<file path="src/rtl/pipe_stall_ctrl_if.sv">
// Pipeline-controller bundle: hazard/memory inputs and register enables.
interface pipe_stall_ctrl_if #(
    parameter int CNT_W = 16
);
    logic [4:0]       id_rs;
    logic [4:0]       id_rt;
    logic             ex_memread;
    logic [4:0]       ex_rt;
    logic             ex_branch_taken;
    logic             mem_memread;
    logic             mem_memwrite;
    logic             dmem_ready;
    logic             dmem_req;
    logic             pc_en;
    logic             ifid_en;
    logic             ifid_flush;
    logic             idex_en;
    logic             idex_bubble;
    logic             exmem_en;
    logic             memwb_en;
    logic             mem_err;
    logic [CNT_W-1:0] stall_cycles;

    modport master (
        output id_rs, id_rt, ex_memread, ex_rt, ex_branch_taken,
        output mem_memread, mem_memwrite, dmem_ready,
        input  dmem_req, pc_en, ifid_en, ifid_flush, idex_en,
        input  idex_bubble, exmem_en, memwb_en, mem_err, stall_cycles
    );

    modport slave (
        input  id_rs, id_rt, ex_memread, ex_rt, ex_branch_taken,
        input  mem_memread, mem_memwrite, dmem_ready,
        output dmem_req, pc_en, ifid_en, ifid_flush, idex_en,
        output idex_bubble, exmem_en, memwb_en, mem_err, stall_cycles
    );
endinterface

</file>
<file path="src/rtl/pipe_stall_ctrl.sv">
// Central stall/flush controller for the 5-stage pipeline.
// Arbitrates memory wait, load-use hazard and branch flush.
module pipe_stall_ctrl #(
    parameter int MEM_TIMEOUT = 255,
    parameter int CNT_W       = 16
) (
    input logic               clock,
    input logic               reset,
    pipe_stall_ctrl_if.slave  bus
);
    typedef enum logic {
        S_RUN,
        S_WAIT
    } state_e;

    localparam logic [7:0] TO_LAST = 8'(MEM_TIMEOUT - 1);

    state_e           state_q, state_d;
    logic [7:0]       cnt_q, cnt_d;
    logic             err_q, err_d;
    logic [CNT_W-1:0] stall_q, stall_d;

    logic mem_op;
    logic load_use;
    logic mem_stall;
    logic req;
    logic pc_en, ifid_en, ifid_flush;
    logic idex_en, idex_bubble;
    logic exmem_en, memwb_en;

    assign mem_op   = bus.mem_memread | bus.mem_memwrite;
    assign load_use = bus.ex_memread && (bus.ex_rt != 5'd0) &&
                      ((bus.ex_rt == bus.id_rs) ||
                       (bus.ex_rt == bus.id_rt));

    always_comb begin
        state_d     = state_q;
        cnt_d       = cnt_q;
        err_d       = err_q;
        stall_d     = stall_q;
        mem_stall   = 1'b0;
        req         = 1'b0;
        pc_en       = 1'b1;
        ifid_en     = 1'b1;
        ifid_flush  = 1'b0;
        idex_en     = 1'b1;
        idex_bubble = 1'b0;
        exmem_en    = 1'b1;
        memwb_en    = 1'b1;

        unique case (state_q)
            S_RUN: begin
                req = mem_op;
                if (mem_op && !bus.dmem_ready) begin
                    mem_stall = 1'b1;
                    state_d   = S_WAIT;
                    cnt_d     = 8'd0;
                end
            end
            S_WAIT: begin
                req = 1'b1;
                if (bus.dmem_ready) begin
                    state_d = S_RUN;
                end else if (cnt_q == TO_LAST) begin
                    // Abandon the access and let the pipeline move on.
                    err_d   = 1'b1;
                    state_d = S_RUN;
                end else begin
                    mem_stall = 1'b1;
                    cnt_d     = cnt_q + 8'd1;
                end
            end
            default: state_d = S_RUN;
        endcase

        if (mem_stall) begin
            pc_en    = 1'b0;
            ifid_en  = 1'b0;
            idex_en  = 1'b0;
            exmem_en = 1'b0;
            memwb_en = 1'b0;
        end else if (bus.ex_branch_taken) begin
            ifid_flush  = 1'b1;
            idex_bubble = 1'b1;
        end else if (load_use) begin
            pc_en       = 1'b0;
            ifid_en     = 1'b0;
            idex_bubble = 1'b1;
        end

        if (!pc_en && (stall_q != '1)) begin
            stall_d = stall_q + 1'b1;
        end

        if (reset) begin
            state_d     = S_RUN;
            cnt_d       = 8'd0;
            err_d       = 1'b0;
            stall_d     = '0;
            req         = 1'b0;
            pc_en       = 1'b0;
            ifid_en     = 1'b0;
            ifid_flush  = 1'b1;
            idex_en     = 1'b0;
            idex_bubble = 1'b1;
            exmem_en    = 1'b0;
            memwb_en    = 1'b0;
        end
    end

    always_ff @(posedge clock) begin
        state_q <= state_d;
        cnt_q   <= cnt_d;
        err_q   <= err_d;
        stall_q <= stall_d;
    end

    assign bus.dmem_req     = req;
    assign bus.pc_en        = pc_en;
    assign bus.ifid_en      = ifid_en;
    assign bus.ifid_flush   = ifid_flush;
    assign bus.idex_en      = idex_en;
    assign bus.idex_bubble  = idex_bubble;
    assign bus.exmem_en     = exmem_en;
    assign bus.memwb_en     = memwb_en;
    assign bus.mem_err      = err_q;
    assign bus.stall_cycles = stall_q;
endmodule

</file>
<file path="src/flat_wrapper.sv">
// flat-port wrapper written by rule: the top's interface ports become plain ports
module pipe_stall_ctrl_flat 
#(
    parameter int MEM_TIMEOUT = 255,
    parameter int CNT_W       = 16
)
  (clock, reset, bus_id_rs, bus_id_rt, bus_ex_memread, bus_ex_rt, bus_ex_branch_taken, bus_mem_memread, bus_mem_memwrite, bus_dmem_ready, bus_dmem_req, bus_pc_en, bus_ifid_en, bus_ifid_flush, bus_idex_en, bus_idex_bubble, bus_exmem_en, bus_memwb_en, bus_mem_err, bus_stall_cycles);
  pipe_stall_ctrl_if #(.CNT_W(CNT_W)) bus_i ();
  input logic clock;
  input logic reset;
  input wire logic [$bits(bus_i.id_rs)-1:0] bus_id_rs;
  input wire logic [$bits(bus_i.id_rt)-1:0] bus_id_rt;
  input wire logic [$bits(bus_i.ex_memread)-1:0] bus_ex_memread;
  input wire logic [$bits(bus_i.ex_rt)-1:0] bus_ex_rt;
  input wire logic [$bits(bus_i.ex_branch_taken)-1:0] bus_ex_branch_taken;
  input wire logic [$bits(bus_i.mem_memread)-1:0] bus_mem_memread;
  input wire logic [$bits(bus_i.mem_memwrite)-1:0] bus_mem_memwrite;
  input wire logic [$bits(bus_i.dmem_ready)-1:0] bus_dmem_ready;
  output wire logic [$bits(bus_i.dmem_req)-1:0] bus_dmem_req;
  output wire logic [$bits(bus_i.pc_en)-1:0] bus_pc_en;
  output wire logic [$bits(bus_i.ifid_en)-1:0] bus_ifid_en;
  output wire logic [$bits(bus_i.ifid_flush)-1:0] bus_ifid_flush;
  output wire logic [$bits(bus_i.idex_en)-1:0] bus_idex_en;
  output wire logic [$bits(bus_i.idex_bubble)-1:0] bus_idex_bubble;
  output wire logic [$bits(bus_i.exmem_en)-1:0] bus_exmem_en;
  output wire logic [$bits(bus_i.memwb_en)-1:0] bus_memwb_en;
  output wire logic [$bits(bus_i.mem_err)-1:0] bus_mem_err;
  output wire logic [$bits(bus_i.stall_cycles)-1:0] bus_stall_cycles;
  assign bus_i.id_rs = bus_id_rs;
  assign bus_i.id_rt = bus_id_rt;
  assign bus_i.ex_memread = bus_ex_memread;
  assign bus_i.ex_rt = bus_ex_rt;
  assign bus_i.ex_branch_taken = bus_ex_branch_taken;
  assign bus_i.mem_memread = bus_mem_memread;
  assign bus_i.mem_memwrite = bus_mem_memwrite;
  assign bus_i.dmem_ready = bus_dmem_ready;
  assign bus_dmem_req = bus_i.dmem_req;
  assign bus_pc_en = bus_i.pc_en;
  assign bus_ifid_en = bus_i.ifid_en;
  assign bus_ifid_flush = bus_i.ifid_flush;
  assign bus_idex_en = bus_i.idex_en;
  assign bus_idex_bubble = bus_i.idex_bubble;
  assign bus_exmem_en = bus_i.exmem_en;
  assign bus_memwb_en = bus_i.memwb_en;
  assign bus_mem_err = bus_i.mem_err;
  assign bus_stall_cycles = bus_i.stall_cycles;
  pipe_stall_ctrl #(.MEM_TIMEOUT(MEM_TIMEOUT), .CNT_W(CNT_W)) u_core (.clock(clock), .reset(reset), .bus(bus_i));
endmodule
</file>
<file path="config.mk">
export PLATFORM = sky130hd
export DESIGN_NAME = pipe_stall_ctrl_flat
export DESIGN_NICKNAME = d
export VERILOG_FILES = /design/src/rtl/pipe_stall_ctrl_if.sv /design/src/rtl/pipe_stall_ctrl.sv /design/src/flat_wrapper.sv
export SDC_FILE = /design/constraint.sdc
export NUM_CORES = 1
export LEC_CHECK = 0
export ABC_AREA = 1
export BUFFER_PORTS_ARGS = -buffer_cell sky130_fd_sc_hd__buf_4
export CAP_MARGIN = 0
export CORE_MARGIN = 2
export CORE_UTILIZATION = 52
export DETAILED_ROUTE_END_ITERATION = 7
export PLACE_DENSITY = 0.89
export SKIP_LAST_GASP = 1
export SLEW_MARGIN = 40
export SYNTH_ARGS = -nofsm -noshare
export SYNTH_HDL_FRONTEND = slang
export SYNTH_SLANG_ARGS = --single-unit
</file>
<file path="constraint.sdc">
create_clock -name clock -period 2 [get_ports clock]
set_input_delay 0.4 -clock clock [delete_from_list [all_inputs] [get_ports clock]]
set_output_delay 0.4 -clock clock [all_outputs]
set_load 0.02 [all_outputs]
</file>
==> qor.yml <==
floorplanning:
  num_rows: 20
  die_y_um: 61.2
  die-area_sq_mm: 0.00375
  die_w_um: 61.2
  io_pins: 47
  coreArea_sq_mm: 0.00308
  start_util_pct: 55.4
clocking:
  clk_latency_ns: 0.34
  clk_pin_slew_worst_paths_ns: 0.15
  cts_sinks: 26
  cts_hold_buf: 0
  root_buffer: "clkbuf_4"
  tritoncts: "built"
  clockBufferDepth: 2
  numCtsBuffers: 3
  cts-htree-levels: 1
power:
  clockPowerShare_pct: 32.0
  comb_power_share_pct: 21.1
  p_int_w: 0.000841
  swShare_pct: 25.9
  p_switching_w: 0.000294
  sequentialPowerShare_pct: 47.0
  p_leak_nw: 1.13
  powerDensity_mw_per_mm2: 495
  peakVddDrop_mv: 0.467
critical_path:
  critPathMostFrequentCell: "nand2_4"
  cpPeakStageDelay_ns: 0.35
  path_cells: "inv_2, ha_4, nand2_4, nor3_4, nand4_2, nand2_4, inv_4, nor2_8, nand2_4, inv_4, buf_4"
  worstPathMaxFanout: 3
  required_ns: 1.60
  startpoint: "u_core.cnt_q[0]"
  critPathLaunchType: "register"
  path_class: "reg2out"
  slowest_stage: "dfxtp_2"
  cp.arrival_ns: 1.75
  crit_path_end_kind: "output port"
  worstReg2RegStart: "u_core.cnt_q[0]"
sta:
  fin_skew_ns: 0.0196
  finalHoldWorstSlack_ns: 0.325
  tns_ns: -0.879
  timing.final.ws_setup_ns: -0.148
  worst_pin_slew_ns: 0.315
  slew_headroom_pct: 78.8
  slew_violations: 0
  finalHoldViolations: 0
  rsz0062_at_grt: "yes"
  fmax_ghz: 0.466
  setup_viol: 7
  fin_crit_sh_pct: 107
  min_period_ns: 2.15
synth:
  syn_inst: 268
  yosysTopAreaCell: "dfxtp_1"
  yosys-top-cells-count: "nand2_1, nor2_1, inv_1"
  syn_area_per_cell_sq_um: 6.36
  synth-edff-count: 0
  synth_area_leaders: "dfxtp_1, nand2_1, nor2_1"
  synthesis.nets: 293
  synth.most_common_cell: "nand2_1"
  synth.top_cell.area_share_pct: 30.5
  ys_types: 33
  synth_warnings: 0
  async_flop_share_pct: 0
  ys_ff_latch: 26
  syn_area_sq_mm: 0.00170
  ys_seq_area_share_pct: 30.5
  ys.flop_type: "dfxtp_1"
cells_and_area:
  area_delta_synth_final_pct: 34.7
  drive_gt1_share_pct: 29.0
  nNetsFinal: 350
  antenna_cells: 0
  design_area_sq_mm: 0.00229
  final_core_util_pct: 74.6
detailed_routing:
  post_drt_wl_per_cell_um: 11.8
  drc: 0
  first_iter_violations: 60
  vias: 1854
  drtAntennaViolNets: 0
  routed_wl_um: 4350
  post_drt_via_cell_ratio: 5.04
  drt-pass1-iter-count: 6
hold_path:
  min-delay-start: "reset"
  hp-class: "in2reg"
status:
  status: "finished with violations"
  violations: "setup timing"
placement:
  port_buffers: 46
  dpl_worst_slack_ns: 0.128
  hpwl_um: 2820
  place.gp.congestion: 0.869
  postPlaceCellArea_sq_mm: 0.00205
global_route:
  grt_overflow_total: 0
  grt_max_degree: 32
  grt_antenna_before_repair: 0
  grtUsageTotal_pct: 26.7
  grt_pass1_vias: 1761
  grt_pass1_wl_um: 7470
job:
  max_cap_violations: 0
[power groups by stage]
stage | registers (W) | clock network (W) | logic, W
detailed placement | 0.000543 | 0 | 0.000188
global route | 0.000535 | 0.000391 | 0.000261
floorplan | 0.000547 | 0 | 0.000118
CTS | 0.000532 | 0.000369 | 0.000230
global placement | 0.000543 | 0 | 0.000184
finish | 0.000533 | 0.000363 | 0.000239
[cells in the final DEF, fill, tap and decap left out]
master	n
inv_2	5
nor3b_1	1
ha_4	1
nor2_8	1
buf_4	51
nand3_2	1
nor3b_2	1
nand4_2	1
buf_12	1
nand2_4	4
dfxtp_1	23
nand2_2	2
a21oi_1	19
nor3_1	3
nand2_1	64
or2_2	1
nor3_4	1
buf_6	4
o21ai_1	1
clkbuf_4	3
nand3_1	25
nor2_1	46
ha_1	2
xor2_1	1
dfxtp_2	3
nand4_1	3
nand3_4	1
clkinv_1	1
o21ai_0	4
inv_4	2
a21oi_2	1
nand3b_2	1
bufinv_16	1
o21a_1	1
inv_1	33
buf_8	3
xnor2_1	3
nor2_4	3
nor2_2	2
[worst max-delay path: cells and delay by family (launching register included)]
kind / cells / cell delay, ns
DFF: 1 / 0.35
and+or+nand+nor: 6 / 0.62
buffers and inverters: 4 / 0.32
adders and majority gates: 1 / 0.14
[layer usage]
metal	track usage [%]	part of all wire [%]	up-vias
li1	-	-	949
met1	28.9	39	834
met2	48.2	52	51
met3	5.67	4.2	20
met4	14.0	4.0	0
met5	0	0	-
[cell type report]
class / count / area (sq um)
clock buffers: 3 / 22.5
clock inverters: 1 / 30.0
fillers: 248 / 783
inverters: 41 / 159
multi-input cells: 194 / 1010
flip-flops and latches: 26 / 524
well taps: 44 / 55.1
repair buffers: 59 / 493
[logic make-up after synthesis]
group / after synthesis / share of synthesized area (%)
and+or+nand+nor: 161 / 44.6
buffers and inverters: 48 / 12.8
AOI/OAI and AO/OA: 26 / 7.78
DFF: 26 / 30.5
xor gates and xnor gates: 4 / 2.06
adders and majority gates: 3 / 2.20
[sequential cells by signal, summed over array words and instances, names as in the netlist]
name / flops
u_core.cnt_q: 8
u_core.state_q: 1
u_core.bus.stall_cycles: 16
u_core.bus.mem_err: 1
[repair_timing]
item,4_1_cts,5_1_grt
buffers inserted,14,1
hold endpoints to repair,0,0
resized for setup,19,7
endpoints found under the setup margin,7,8
pin swaps,2,3
[through the flow]
stage,instances,total power [W]
after CTS,370,0.00113
final,368,0.00114
after detailed placement,352,0.000731
after global placement,352,0.000727
after floorplan,268,0.000665
after global routing,368,0.00119
[final timing paths]
kind         depth (start not counted)                          to  slack, ns
max                                 11                   bus_pc_en      -0.15
min                                  2             u_core.cnt_q[7]       0.32
min reg2reg                          2             u_core.cnt_q[4]       0.49
max reg2reg                         16  u_core.bus.stall_cycles[5]       0.19
Note: power is estimated with default switching activity, not from simulation.
